**config.mk**
```make
export PLATFORM = sky130hd
export DESIGN_NAME = wbslv_regs
export DESIGN_NICKNAME = d
export VERILOG_FILES = /design/src/rtl/wbslv_pkg.sv /design/src/rtl/wbslv_evtcnt.sv /design/src/rtl/wbslv_regs.sv
export SDC_FILE = /design/constraint.sdc
export NUM_CORES = 1
export LEC_CHECK = 0
export ABC_AREA = 1
export ABC_CLOCK_PERIOD_IN_PS = 5500
export CORE_ASPECT_RATIO = 1.75
export CORE_MARGIN = 4
export CORE_UTILIZATION = 60
export DETAILED_ROUTE_END_ITERATION = 7
export DONT_BUFFER_PORTS = 1
export GPL_TIMING_DRIVEN = 0
export MAX_ROUTING_LAYER = met4
export PLACE_DENSITY = 0.8
export SLEW_MARGIN = 25
export SYNTH_ARGS = -nofsm -noshare
export SYNTH_HDL_FRONTEND = slang
export SYNTH_HIERARCHICAL = 1
export SYNTH_SLANG_ARGS = --single-unit
```
**constraint.sdc**
```tcl
create_clock -name clk_i -period 5.5 [get_ports clk_i]
set_input_delay 1.1 -clock clk_i [delete_from_list [all_inputs] [get_ports clk_i]]
set_output_delay 1.1 -clock clk_i [all_outputs]
set_load 0.05 [all_outputs]
```
**src/rtl/wbslv_pkg.sv**
```systemverilog
// rtl/wbslv_pkg.sv - register map constants, reset values and FSM encoding for wbslv_regs
package wbslv_pkg;

    localparam logic [7:0] ADR_CTRL    = 8'h00;
    localparam logic [7:0] ADR_SCRATCH = 8'h01;
    localparam logic [7:0] ADR_PULSE   = 8'h02;
    localparam logic [7:0] ADR_STATUS  = 8'h03;
    localparam logic [7:0] ADR_EVTCNT  = 8'h04;
    localparam logic [7:0] ADR_ID      = 8'h05;

    localparam logic [15:0] RST_CTRL    = 16'h0000;
    localparam logic [15:0] RST_SCRATCH = 16'hA5A5;
    localparam logic [15:0] RD_UNMAPPED = 16'hDEAD;

    typedef enum logic [1:0] {
        ST_IDLE = 2'd0,
        ST_WAIT = 2'd1,
        ST_ACK  = 2'd2
    } wb_state_e;

endpackage

```
**src/rtl/wbslv_evtcnt.sv**
```systemverilog
// rtl/wbslv_evtcnt.sv - saturating 16-bit event counter; clear has priority over increment
module wbslv_evtcnt (
    input  logic        clk_i,
    input  logic        rst_i,
    input  logic        inc_i,
    input  logic        clr_i,
    output logic [15:0] cnt_o
);

    always_ff @(posedge clk_i or negedge rst_i) begin
        if (!rst_i) begin
            cnt_o <= 16'h0000;
        end else if (clr_i) begin
            cnt_o <= 16'h0000;
        end else if (inc_i && (cnt_o != 16'hFFFF)) begin
            cnt_o <= cnt_o + 16'd1;
        end
    end

endmodule

```
**src/rtl/wbslv_regs.sv**
```systemverilog
// rtl/wbslv_regs.sv - Wishbone slave register block with programmable wait states
module wbslv_regs #(
    parameter logic [3:0]  MOD_ID   = 4'h1,
    parameter int          WAIT_CYC = 0,
    parameter logic [15:0] HW_ID    = 16'h0A11
) (
    input  logic        clk_i,
    input  logic        rst_i,
    input  logic [11:0] adr_i,
    input  logic [15:0] dat_i,
    output logic [15:0] dat_o,
    input  logic        we_i,
    input  logic        stb_i,
    input  logic        cyc_i,
    output logic        ack_o,
    output logic [15:0] ctrl_o,
    output logic [15:0] pulse_o,
    input  logic [15:0] sts_i,
    input  logic        evt_i
);
    import wbslv_pkg::*;

    localparam logic [3:0] WAIT_N = 4'(WAIT_CYC);

    wb_state_e   state, state_nxt;
    logic [3:0]  wait_cnt;
    logic        sel, commit, wr_commit;
    logic [7:0]  reg_q, reg_c;
    logic [15:0] wdat_q, wdat_c;
    logic        we_q, we_c;
    logic [15:0] ctrl_q, scratch_q, sts_q, evt_cnt, rd_mux, dat_q, pulse_q;

    assign sel = cyc_i & stb_i & (adr_i[11:8] == MOD_ID);

    always_ff @(posedge clk_i or negedge rst_i) begin
        if (!rst_i) begin
            state <= ST_IDLE;
        end else begin
            state <= state_nxt;
        end
    end

    always_comb begin
        state_nxt = state;
        case (state)
            ST_IDLE: if (sel) state_nxt = (WAIT_N == 4'd0) ? ST_ACK : ST_WAIT;
            ST_WAIT: begin
                if (!(cyc_i && stb_i)) begin
                    state_nxt = ST_IDLE;
                end else if (wait_cnt == WAIT_N) begin
                    state_nxt = ST_ACK;
                end
            end
            ST_ACK:  state_nxt = ST_IDLE;
            default: state_nxt = ST_IDLE;
        endcase
    end

    always_comb begin
        ack_o  = (state == ST_ACK);
        commit = (state_nxt == ST_ACK);
    end

    // wait_cnt counts cycles already spent in WAIT, including the current one
    always_ff @(posedge clk_i or negedge rst_i) begin
        if (!rst_i) begin
            wait_cnt <= 4'd0;
        end else if (state_nxt == ST_WAIT) begin
            wait_cnt <= (state == ST_WAIT) ? wait_cnt + 4'd1 : 4'd1;
        end else begin
            wait_cnt <= 4'd0;
        end
    end

    always_ff @(posedge clk_i or negedge rst_i) begin
        if (!rst_i) begin
            reg_q  <= 8'h00;
            wdat_q <= 16'h0000;
            we_q   <= 1'b0;
        end else if ((state == ST_IDLE) && sel) begin
            reg_q  <= adr_i[7:0];
            wdat_q <= dat_i;
            we_q   <= we_i;
        end
    end

    // With no wait states the commit edge is the selection edge, so use live bus values
    assign reg_c     = (state == ST_IDLE) ? adr_i[7:0] : reg_q;
    assign wdat_c    = (state == ST_IDLE) ? dat_i      : wdat_q;
    assign we_c      = (state == ST_IDLE) ? we_i       : we_q;
    assign wr_commit = commit & we_c;

    always_comb begin
        rd_mux = RD_UNMAPPED;
        case (reg_c)
            ADR_CTRL:    rd_mux = ctrl_q;
            ADR_SCRATCH: rd_mux = scratch_q;
            ADR_PULSE:   rd_mux = 16'h0000;
            ADR_STATUS:  rd_mux = sts_q;
            ADR_EVTCNT:  rd_mux = evt_cnt;
            ADR_ID:      rd_mux = HW_ID;
            default:     rd_mux = RD_UNMAPPED;
        endcase
    end

    always_ff @(posedge clk_i or negedge rst_i) begin
        if (!rst_i) begin
            ctrl_q    <= RST_CTRL;
            scratch_q <= RST_SCRATCH;
            sts_q     <= 16'h0000;
            pulse_q   <= 16'h0000;
            dat_q     <= 16'h0000;
        end else begin
            sts_q   <= sts_i;
            pulse_q <= (wr_commit && (reg_c == ADR_PULSE)) ? wdat_c : 16'h0000;
            dat_q   <= (commit && !we_c) ? rd_mux : 16'h0000;
            if (wr_commit && (reg_c == ADR_CTRL)) ctrl_q <= wdat_c;
            if (wr_commit && (reg_c == ADR_SCRATCH)) scratch_q <= wdat_c;
        end
    end

    wbslv_evtcnt u_evtcnt (
        .clk_i (clk_i),
        .rst_i (rst_i),
        .inc_i (evt_i),
        .clr_i (wr_commit && (reg_c == ADR_EVTCNT)),
        .cnt_o (evt_cnt)
    );

    assign ctrl_o  = ctrl_q;
    assign pulse_o = pulse_q;
    assign dat_o   = dat_q;

endmodule

```
# Word-level counts from Yosys, hierarchy flattened
# Index checks and enable logic that the tools add are counted.
# op_classes
n_reduce_logical,13
eq_ne,11
bitwise_logic,3
mux,14
add_sub_neg,2
# op_table
cell,count
$pmux 16 s6,1
$mux 16,5
$add 16x1->16 const B,1
$eq 8x2->1 const B,2
$eq 8x3->1 const B,2
$ne 16x16->1 const B,1
$eq 8x1->1 const B,1
$logic_and 1x1->1,8
$logic_not 8->1,1
$mux 4,2
$mux 8,1
$mux 2,3
$add 4x1->4 const B,1
$eq 2x1->1 const B,2
$eq 2x2->1 const B,2
$eq 4x1->1 const B,1
$logic_not 4->1,1
$pmux 2 s2,1
$and 1x1->1,3
$logic_not 2->1,1
$reduce_bool 2->1,1
$logic_not 1->1,1
$mux 1,1
# totals
reg_bits,127
out_inout_bits,49
input_bits,50

# Logic depth before layout (Yosys ltp)
# Gate-level depths: netlist of run 1.
# logic_depth
ltp_word,8
ltp_mapped,14
ltp_nobuf,13

# Cells and area by module
# The synthesis of run 1 kept the hierarchy.
# by_module_without_submodules
mod,cells_each,instances,area_each_um2,seq_area_each_um2
wbslv_regs,538,1,4889.7,2787.7
wbslv_evtcnt,144,1,1037.2,400.4

# Worst setup path after synthesis of run 1
# No wires, ideal clock.
# synth_path
kind,input -> register
startpoint,input cyc_i
endpoint,register u_evtcnt.cnt_o[15]
required_time_ps,5381
setup_time_ps,119
t_arrival_ps,2472
path_buffers,1
slack_ps,2909
cell_stages,10
path_cell_list,nand2_1 nor3b_1 nand2_1 nand2_1 nand2_1 nor4_1 inv_1 buf_1 nand4_1 nand2_1
# synth_between
elab_chain_len,8
# synth_rtl
element,line_no,text
start: declaration,wbslv_regs.sv:14,"input logic cyc_i,"
$and 1x1->1 (2 in a row),wbslv_regs.sv:33,assign sel = cyc_i & stb_i & (adr_i[11:8] == MOD_ID);
$mux 2,wbslv_regs.sv:46,ST_IDLE: if (sel) state_nxt = (WAIT_N == 4'd0) ? ST_ACK : ST_WAIT;
$pmux 2 s2 (*),wbslv_regs.sv:45,case (state)
named net state_nxt[1],wbslv_regs.sv:25,"wb_state_e state, state_nxt;"
$eq 2x2->1 (*),wbslv_regs.sv:61,commit = (state_nxt == ST_ACK);
$and 1x1->1 (*),wbslv_regs.sv:91,assign wr_commit = commit & we_c;
$logic_and 1x1->1 (*),wbslv_regs.sv:126,".clr_i (wr_commit && (reg_c == ADR_EVTCNT)),"
$mux 16 / $reduce_bool 2->1 (equally long branches),--,
end signal: assignment,wbslv_evtcnt.sv:16,cnt_o <= cnt_o + 16'd1;
end: declaration,wbslv_evtcnt.sv:7,output logic [15:0] cnt_o
# Mark *: on every way through the listed nets, which the timed path passes. The rest lies on a longest branch.
# A chain may end at the register's enable or synchronous reset.

# Final worst setup path of run 1
# Ends and elaborated chain as after synthesis.

==> flow_results.org, run 1 <==
** CTS
- The H-tree was split into 4 levels.
- Count of hold buffers inserted by post-cts repair :: 0
- The clock passes through at most 2 buffers.
- The clock reaches the later pin of the worst-skew pair after 0.42 ns.
- CTS clk-pin slew, worst paths :: 0.06 ns
- Cts bufs inserted :: 17
- The root buffer cell chosen for the clock tree is sky130_fd_sc_hd__clkbuf_16.
- In this run the post-CTS setup repair buffer count came out at 0.
- CTS saw 127 sinks.
- Clock tree from TritonCTS :: done
- In this run, post-CTS repair resized a total of 0 instances.

** STA
- Setup violations remaining at the end of the flow were counted as 0.
- Setup repair after global routing left no endpoint under its margin.
- The count of final max-slew check failures is 0.
- For the pin with the worst max-slew slack, the measured transition is 0.892 ns.
- The count of final hold-check violations was 0.
- Period utilization :: 53.1%
- Subtracting the final worst setup slack from the clock period gives 2.92 ns.
- For the final routed database, the setup TNS stands at 0 ns.
- Derived from the worst setup path, the maximum achievable clock frequency is 342 MHz.
- Headroom to the max-slew limit came out at 40.3%.
- Worst clock skew :: 0.00689 ns

** Status
- Run status :: finished clean

** Route
- Post-detailed-route via-to-cell ratio :: 5.64
- Total routed wirelength :: 15200 µm
- The detailed router placed 4713 vias in this run.
- Per-cell routed wire length :: 18.2 µm
- The detailed router finished its first iteration with 323 violations.
- For this run, the detailed router's first-pass iteration total came to 5.
- After detailed routing, the number of remaining DRC violations is 0.
- The detail route stage leaves a number of antenna-violating nets equal to 0.

** Critical path
- Critical-path maximum fanout :: 10
- Type of origin of the critical path :: primary input
- Measured in cells, the most critical reg-to-reg path has a length of 12.
- Data arrival time of the critical path :: 3.23 ns
- The setup check on the worst reg-to-reg path leaves a slack of 2.67 ns.
- Kind of critical path :: primary input to flip-flop
- Worst Path Required :: 5.81 ns
- STA classifies the critical path endpoint as a flip-flop.

** Synth
- Async set-reset flop share out of synthesis :: 100%
- Sequential cells were found to cover 53.8% of the synthesized design area.
- Counting flops and latches in the post-synthesis netlist gives 127.
- Commonest register cell after synthesis :: sky130_fd_sc_hd__dfrtp_1
- The synthesized netlist contains 37 unique library cells.
- Counting flops with a built-in enable in the synthesized netlist gives 0.
- The Yosys step of the flow raised 6 warnings.
- Synthesized Nets :: 735
- After technology mapping, the gate count stands at 682.
- Synthesized area per cell :: 8.69 µm²
- Cell area after synthesis :: 5930 µm²

** Final layout
- Area growth syn-to-layout :: 12.4%
- Proportion of layout cells with a drive suffix above 1 :: 15.5%
- Final core utilization :: 69.5%
- Leaving out fill and tap cells, the most frequent cell in the layout is sky130_fd_sc_hd__nand2_1.
- Most frequent cells in the layout :: sky130_fd_sc_hd__nand2_1, sky130_fd_sc_hd__dfrtp_1, sky130_fd_sc_hd__nor2_1
- Inserted Diodes :: 0
- The net count of the finished layout is 754.
- After filler insertion, the fill cell instance count of the layout stands at 722.

** Floorplan
- The die covers 11600 µm².
- Row count :: 47
- The die is 139 µm tall.
- The floorplan step set the die width to 83.1 µm.
- 99 I/O pins were placed.
- Area of the placeable core :: 9590 µm²
- Initial standard-cell utilization of the core :: 61.8%

** Power
- For this design the ratio of total power to cell area is 342 nW/µm².
- The worst-case IR drop observed on VDD is 285 µV.
- Total leakage power :: 3.35 nW

** Global route
- Number of global-route vias before repair :: 4886
- Maximum number of pins on one net before global-route repair :: 128
- In the global route stage, overall resource usage came out at 28.1%.
- First-pass GRT wire length :: 24700 µm
- Number of antenna violations at the first check in global routing :: 0
- Total congestion overflow after global routing :: 0

** Hold path
- Classification of the worst-slack hold path :: primary input to async pin

** Placement
- At the end of routability-driven placement, the weighted congestion stood at 0.910.
- The count of buffers added on input and output ports is 0.
- HPWL after detailed placement :: 11300 µm

** Flow run
- Across the run, the number of max-cap violations was 0.
[worst max-delay path: stages]
cell                      delay, ns
sky130_fd_sc_hd__nand2_1       0.08
sky130_fd_sc_hd__nor3b_1       0.19
sky130_fd_sc_hd__nand2_1       0.10
sky130_fd_sc_hd__nand2_1       0.12
sky130_fd_sc_hd__nand2_1       0.13
sky130_fd_sc_hd__nor4_1        0.62
sky130_fd_sc_hd__inv_1         0.29
sky130_fd_sc_hd__buf_1         0.34
sky130_fd_sc_hd__nand4_1       0.19
sky130_fd_sc_hd__nand2_1       0.06
[Yosys cell counts, drive strengths merged, types with 8 or more instances]
cell / count / share of area, %
nand2: 196 / 14
dfrtp: 119 / 50
nor2: 100 / 7.8
o21ai: 61 / 5.8
nand3: 59 / 5.0
inv: 54 / 3.5
a21oi: 21 / 2.0
buf: 19 / 2.7
nand4: 13 / 1.7
clkbuf: 8 / 0.51
dfstp: 8 / 3.5
[report_power, final]
| group | total, mW | internal, mW | switching, mW |
|---|---|---|---|
| clock | 1.10 | 0.651 | 0.453 |
| sequential | 1.04 | 0.992 | 0.0464 |
| combinational | 0.139 | 0.0525 | 0.0861 |
| total | 2.28 | 1.70 | 0.585 |
[per-layer routing]
layer  vias to the layer above  routed length [µm]  share of wire, %  global-route usage, %
li1                       2228                   -                 -                      -
met1                      2264                5280                35                   28.2
met2                       166                8380                55                   49.4
met3                        55                 745               4.9                   7.33
met4                         0                 797               5.2                   15.1
met5                         -                   0                 0                      -
[through the flow]
| stage | total power, mW | setup slack (ns) | cell area (µm²) | hold WS (ns) | instances |
|---|---|---|---|---|---|
| 6_report | 2.28 | 2.58 | 6660 | 0.375 | 836 |
| 5_1_grt | 2.37 | 2.41 | 6660 | 0.360 | 836 |
| 4_1_cts | 2.29 | 2.64 | 6660 | 0.369 | 836 |
| 3_5_place_dp | 1.19 | 2.21 | 6080 | 0.467 | 804 |
| 3_3_place_gp | 1.18 | 2.16 | 6080 | 0.461 | 804 |
| 2_1_floorplan | 1.15 | 2.91 | 5930 | 0.448 | 682 |
[flip-flops by register name, summed over array words and instances (netlist names)]
name            cells
ctrl_o             16
dat_o              16
pulse_o            16
reg_q               8
scratch_q          16
state               2
sts_q              16
u_evtcnt/cnt_o     16
wait_cnt            4
wdat_q             16
we_q                1
[path summary, 6_finish.rpt]
check,startpoint,to
min,rst_i,u_evtcnt/cnt_o[7]
max reg2reg,wait_cnt[0],u_evtcnt/cnt_o[15]
max,cyc_i,u_evtcnt/cnt_o[15]
min in group clk_i,scratch_q[2],scratch_q[2]
min reg2reg,scratch_q[2],scratch_q[2]
max in group asynchronous,rst_i,scratch_q[15]
[final cells by class]
type | count | area (µm²) | area share (%)
sequential | 127 | 3190 | 47.8
multi-input combinational | 474 | 2340 | 35.2
clock buffer | 18 | 439 | 6.59
inverter | 54 | 205 | 3.08
buffer | 27 | 189 | 2.84
tap | 122 | 153 | 2.29
clock inverter | 14 | 145 | 2.18
[cell families after synthesis]
kind of cell | after synthesis | share of synthesized area [%]
compound gates | 84 | 8.13
xor+xnor | 7 | 1.03
fa+ha+maj | 3 | 0.633
buf+inv | 81 | 6.65
flops | 127 | 53.8
mux | 4 | 0.760
simple gates | 376 | 29.0
Note: power is estimated with default switching activity, not from simulation.
==> run 2: changes to the inputs <==
--- a/config.mk
+++ b/config.mk
@@ -6,15 +6,15 @@
 export NUM_CORES = 1
 export LEC_CHECK = 0
 export ABC_AREA = 1
-export ABC_CLOCK_PERIOD_IN_PS = 5500
+export ABC_CLOCK_PERIOD_IN_PS = 2640
 export CORE_ASPECT_RATIO = 1.75
 export CORE_MARGIN = 4
-export CORE_UTILIZATION = 60
+export CORE_UTILIZATION = 57
 export DETAILED_ROUTE_END_ITERATION = 7
 export DONT_BUFFER_PORTS = 1
 export GPL_TIMING_DRIVEN = 0
 export MAX_ROUTING_LAYER = met4
-export PLACE_DENSITY = 0.8
+export PLACE_DENSITY = 0.79
 export SLEW_MARGIN = 25
 export SYNTH_ARGS = -nofsm -noshare
 export SYNTH_HDL_FRONTEND = slang
==> constraint.sdc (replaced) <==
create_clock -name clk_i -period 2.64 [get_ports clk_i]
set_input_delay 0.528 -clock clk_i [delete_from_list [all_inputs] [get_ports clk_i]]
set_output_delay 0.528 -clock clk_i [all_outputs]
set_load 0.05 [all_outputs]
==> run 2 against run 1 <==
- the flow now finishes with violations (negative hold slack)
- global-route usage shrank 1.3 points
- sequential share of layout area shrank 0.21 points
- largest power group unchanged
- power grew 110%
- clock power grew 110%
- clock skew grew 0.0018 ns
- via count shrank 0.47%
- first-iteration DRC count shrank 32%
- clock-buffer cell count shrank 1
- sequential power grew 110%
- design area grew 0.43%
- die area grew 4.9%
- register-to-register slack lost 2.5 ns
==> flow_results.org, run 2 (same netlist as run 1, synthesis figures left out) <==
** Global route
- The maximum number of pins on one net before global-route repair is 128 (unchanged).
- Total congestion overflow after global routing :: 0 (unchanged)
- The global routing usage on met2 was 48.0% (was 49.4%).
- The aggregate global-route resource usage came to 26.8% (was 28.1%).
- M1 GR Usage :: 26.4% (was 28.2%)
- The wire length of the first global-routing pass came to 24200 µm (was 24700 µm).
- The number of antenna violations at the first check in global routing is 0 (unchanged).
- Number of global-route vias before repair :: 4874 (was 4886)
- The peak-usage layer in the global routing report is met2 (unchanged).
- Met3 demand-to-capacity share in global routing :: 5.77% (was 7.33%)

** Final layout
- The multi-input gate area in the final layout is 2360 µm² (was 2340 µm²).
- Commonest non-fill, non-tap cell in the layout :: sky130_fd_sc_hd__nand2_1 (unchanged)
- The total number of nets in the final design is 754 (unchanged).
- Area growth syn-to-layout :: 12.9% (was 12.4%)
- Inserted Diodes :: 0 (unchanged)
- Sequential cell area :: 3190 µm² (unchanged)
- The non-filler instance count after layout was 841 (was 836).
- Most frequent cells in the layout :: sky130_fd_sc_hd__nand2_1, sky130_fd_sc_hd__dfrtp_1, sky130_fd_sc_hd__nor2_1 (unchanged)
- The utilization after layout came to 65.4% (was 69.5%).
- The ratio of cells with drive above 1 in the final layout is 15.7% (was 15.5%).
- The number of inserted filler cells in the final layout was 824 (was 722).

** Power
- P per Cell Area :: 713 nW/µm² (was 342 nW/µm²)
- Worst vdd rail ir drop :: 517 µV (was 285 µV)
- P_int :: 3.52 mW (was 1.70 mW)
- Clock share of power :: 48.7% (was 48.4%)
- Total leakage power :: 3.36 nW (was 3.35 nW)
- Part of the power in registers :: 45.3% (was 45.5%)
- Overall power after layout :: 4.77 mW (was 2.28 mW)
- Net switching power figure :: 1.25 mW (was 0.585 mW)
- Combinational power share :: 6.1% (about the same)
- The switching portion of total power is 26.2% (was 25.7%).

** STA
- Unrepaired setup endpoints after global routing: no (unchanged).
- The worst clock skew on the final layout is 0.00873 ns (was 0.00689 ns).
- The setup slack after layout came to 0.139 ns (was 2.58 ns).
- The count of final hold-check violations came to 119 (was 0).
- Slew of the pin with the lowest slew margin :: 0.895 ns (was 0.892 ns)
- Fmax achieved :: 400 MHz
- The worst slew margin relative to its limit was 40.1% (was 40.3%).
- The total of endpoints with negative setup slack in the final report is 0 (unchanged).
- The final-layout worst hold slack is -0.193 ns (was 0.375 ns).
- In the finished design, the share of the clock period the worst path needs comes to 94.7%.
- Tmin final :: 2.50 ns
- The count of final max-slew check failures is 0 (unchanged).

** Critical path
- Data arrival time of the critical path :: 2.80 ns (was 3.23 ns)
- The endpoint type of the worst setup path was a flip-flop (unchanged).
- The kind of start point of the critical path was a flip-flop (was primary input).
- Crit-path cells :: nor2_2, buf_6, nand3_1, nand2_1, inv_1, nor4_4, inv_1, buf_1, nand4_1, nand2_1 (was nand2_1, nor3b_1, nand2_1, nand2_1, nand2_1, nor4_1, inv_1, buf_1, nand4_1, nand2_1)
- Worst setup path endpoint :: u_evtcnt/cnt_o[15] (unchanged)
- Slowest stage cell, crit path :: sky130_fd_sc_hd__dfrtp_1 (was sky130_fd_sc_hd__nor4_1)
- The internal reg-to-reg setup slack is 0.14 ns (was 2.67 ns).
- The worst reg2reg path depth is 10 (was 12).
- The start of the worst register-to-register path is state[0] (was wait_cnt[0]).
- The reg-to-reg critical path endpoint is u_evtcnt/cnt_o[15] (unchanged).
- Worst setup startpoint :: state[0] (was cyc_i)
- The largest stage delay on the critical path is 0.43 ns (was 0.62 ns).
- The worst-path maximum fanout came to 10 (unchanged).
- The required time of the worst setup path is 2.94 ns (was 5.81 ns).
- The path type of the worst setup path was flip-flop to flip-flop (was primary input to flip-flop).

** CTS
- The number of sinks on the clock net came to 127 (unchanged).
- H-Tree Level Count :: 4 (unchanged)
- Max Root-Sink Buffers :: 2 (unchanged)
- Cts bufs inserted :: 17 (unchanged)
- The number of setup buffers added after CTS came to 0 (unchanged).
- CTS clk-pin slew, worst paths :: 0.06 ns (about the same)
- Clock root buffer master :: sky130_fd_sc_hd__clkbuf_16 (unchanged)
- The TritonCTS clock tree is done (unchanged).
- Clk_lat worst skew :: 0.42 ns (about the same)

** Floorplan
- Num ports :: 99 (unchanged)
- Height of the die :: 143 µm (was 139 µm)
- Area of the die :: 12200 µm² (was 11600 µm²)
- The cell row count was 49 (was 47).
- The effective utilization at floorplan came to 57.9% (was 61.8%).
- Area of the placeable core :: 10200 µm² (was 9590 µm²)
- The die width was 85.1 µm (was 83.1 µm).

** Placement
- The number of placed cells counting well taps is 809 (was 804).
- The count of port buffers added during placement came to 0 (unchanged).
- HPWL after detailed placement :: 11200 µm (was 11300 µm)
- Setup slack after placement :: -0.257 ns (was 2.21 ns)
- Final weighted congestion of routability-driven global placement :: 0.901 (was 0.910)

** Route
- The overall via count from detail_route came to 4691 (was 4713).
- The iteration-0 DRC count of the detailed router came to 221 (was 323).
- The number of optimization iterations in the first detailed-route pass is 4 (was 5).
- The remaining antenna violation count came to 0 (unchanged).
- Per-cell routed wire length :: 18.0 µm (was 18.2 µm)
- The DRC violation count after routing came to 0 (unchanged).
- The post-detailed-routing wire length was 15100 µm (was 15200 µm).
- The average via count per standard cell came to 5.58 (was 5.64).

** Hold path
- Classification of the worst-slack hold path :: primary input to async pin (unchanged)

** Status
- Run status :: finished with violations (was finished clean)
- The final reports fail on negative hold slack.

** Flow run
- The number of maximum-capacitance violations came to 0 (unchanged).
## run 2: cell types whose count changed in the layout (fill, tap and decap cells not counted), sizes merged
cell	delta
inv	+1
clkbuf	-1
## run 2: cell type report
type	instances	share of cell area, %
Multi-Input combinational cell	474	35.3
Tap cell	127	2.37
Clock buffer	17	6.36
Clock inverter	15	2.49
Buffer	27	2.82
Inverter	54	3.07
Sequential cell	127	47.6
## run 2: how the worst min path moves through the flow
stage	start	endpoint	slack (ns)	depth (start not counted)
final	rst_i	dat_o[2]	-0.19	0
after global routing	rst_i	sts_q[8]	-0.21	0
after CTS	rst_i	wait_cnt[2]	-0.20	0
after detailed placement	rst_i	dat_o[15]	0.24	0
after global placement	rst_i	u_evtcnt/cnt_o[11]	0.24	0
after floorplan	rst_i	ctrl_o[0]	0.23	0
## run 2: worst max-delay path: cells and delay by family, from the launching register on
kind                   cells  cell delay, ns
AND/OR/NAND/NOR            6            1.08
flip-flops                 1            0.43
buffers and inverters      4            0.87
## run 2: power groups by stage
stage / Clock (mW) / Sequential (mW) / Combinational (mW)
2_1_floorplan: 0 / 2.17 / 0.234
6_report: 2.32 / 2.16 / 0.291
3_5_place_dp: 0 / 2.19 / 0.286
5_1_grt: 2.44 / 2.17 / 0.331
3_3_place_gp: 0 / 2.19 / 0.277
4_1_cts: 2.35 / 2.16 / 0.289
## run 2: metrics by stage
| stage | TNS, ns | cell area [µm²] |
|---|---|---|
| 2_1_floorplan | 0 | 5930 |
| 3_3_place_gp | -2.75 | 6090 |
| 3_5_place_dp | -3.10 | 6090 |
| 4_1_cts | 0 | 6680 |
| 5_1_grt | 0 | 6690 |
| 6_report | 0 | 6690 |
## run 2: timing repair
action                                 in CTS  in global routing
setup endpoints to repair                  15                 12
resized for setup                           1                  1
endpoints found under the hold margin     127                127
## run 2: per-layer routing
| metal | vias up | wire (µm) |
|---|---|---|
| met5 | - | 0 |
| met4 | 0 | 760 |
| met3 | 54 | 699 |
| met2 | 155 | 8360 |
| met1 | 2250 | 5280 |
| li1 | 2232 | - |
==> run 3: changes to the inputs <==
==> constraint.sdc (replaced) <==
create_clock -name clk_i -period 2.64 [get_ports clk_i]
set_input_delay 0.528 -clock clk_i [delete_from_list [all_inputs] [get_ports clk_i]]
set_output_delay 0.528 -clock clk_i [all_outputs]
set_load 0.02 [all_outputs]
==> results of run 3 <==
The final DEF is identical to that of run 2. Status: finished with violations: negative hold slack.
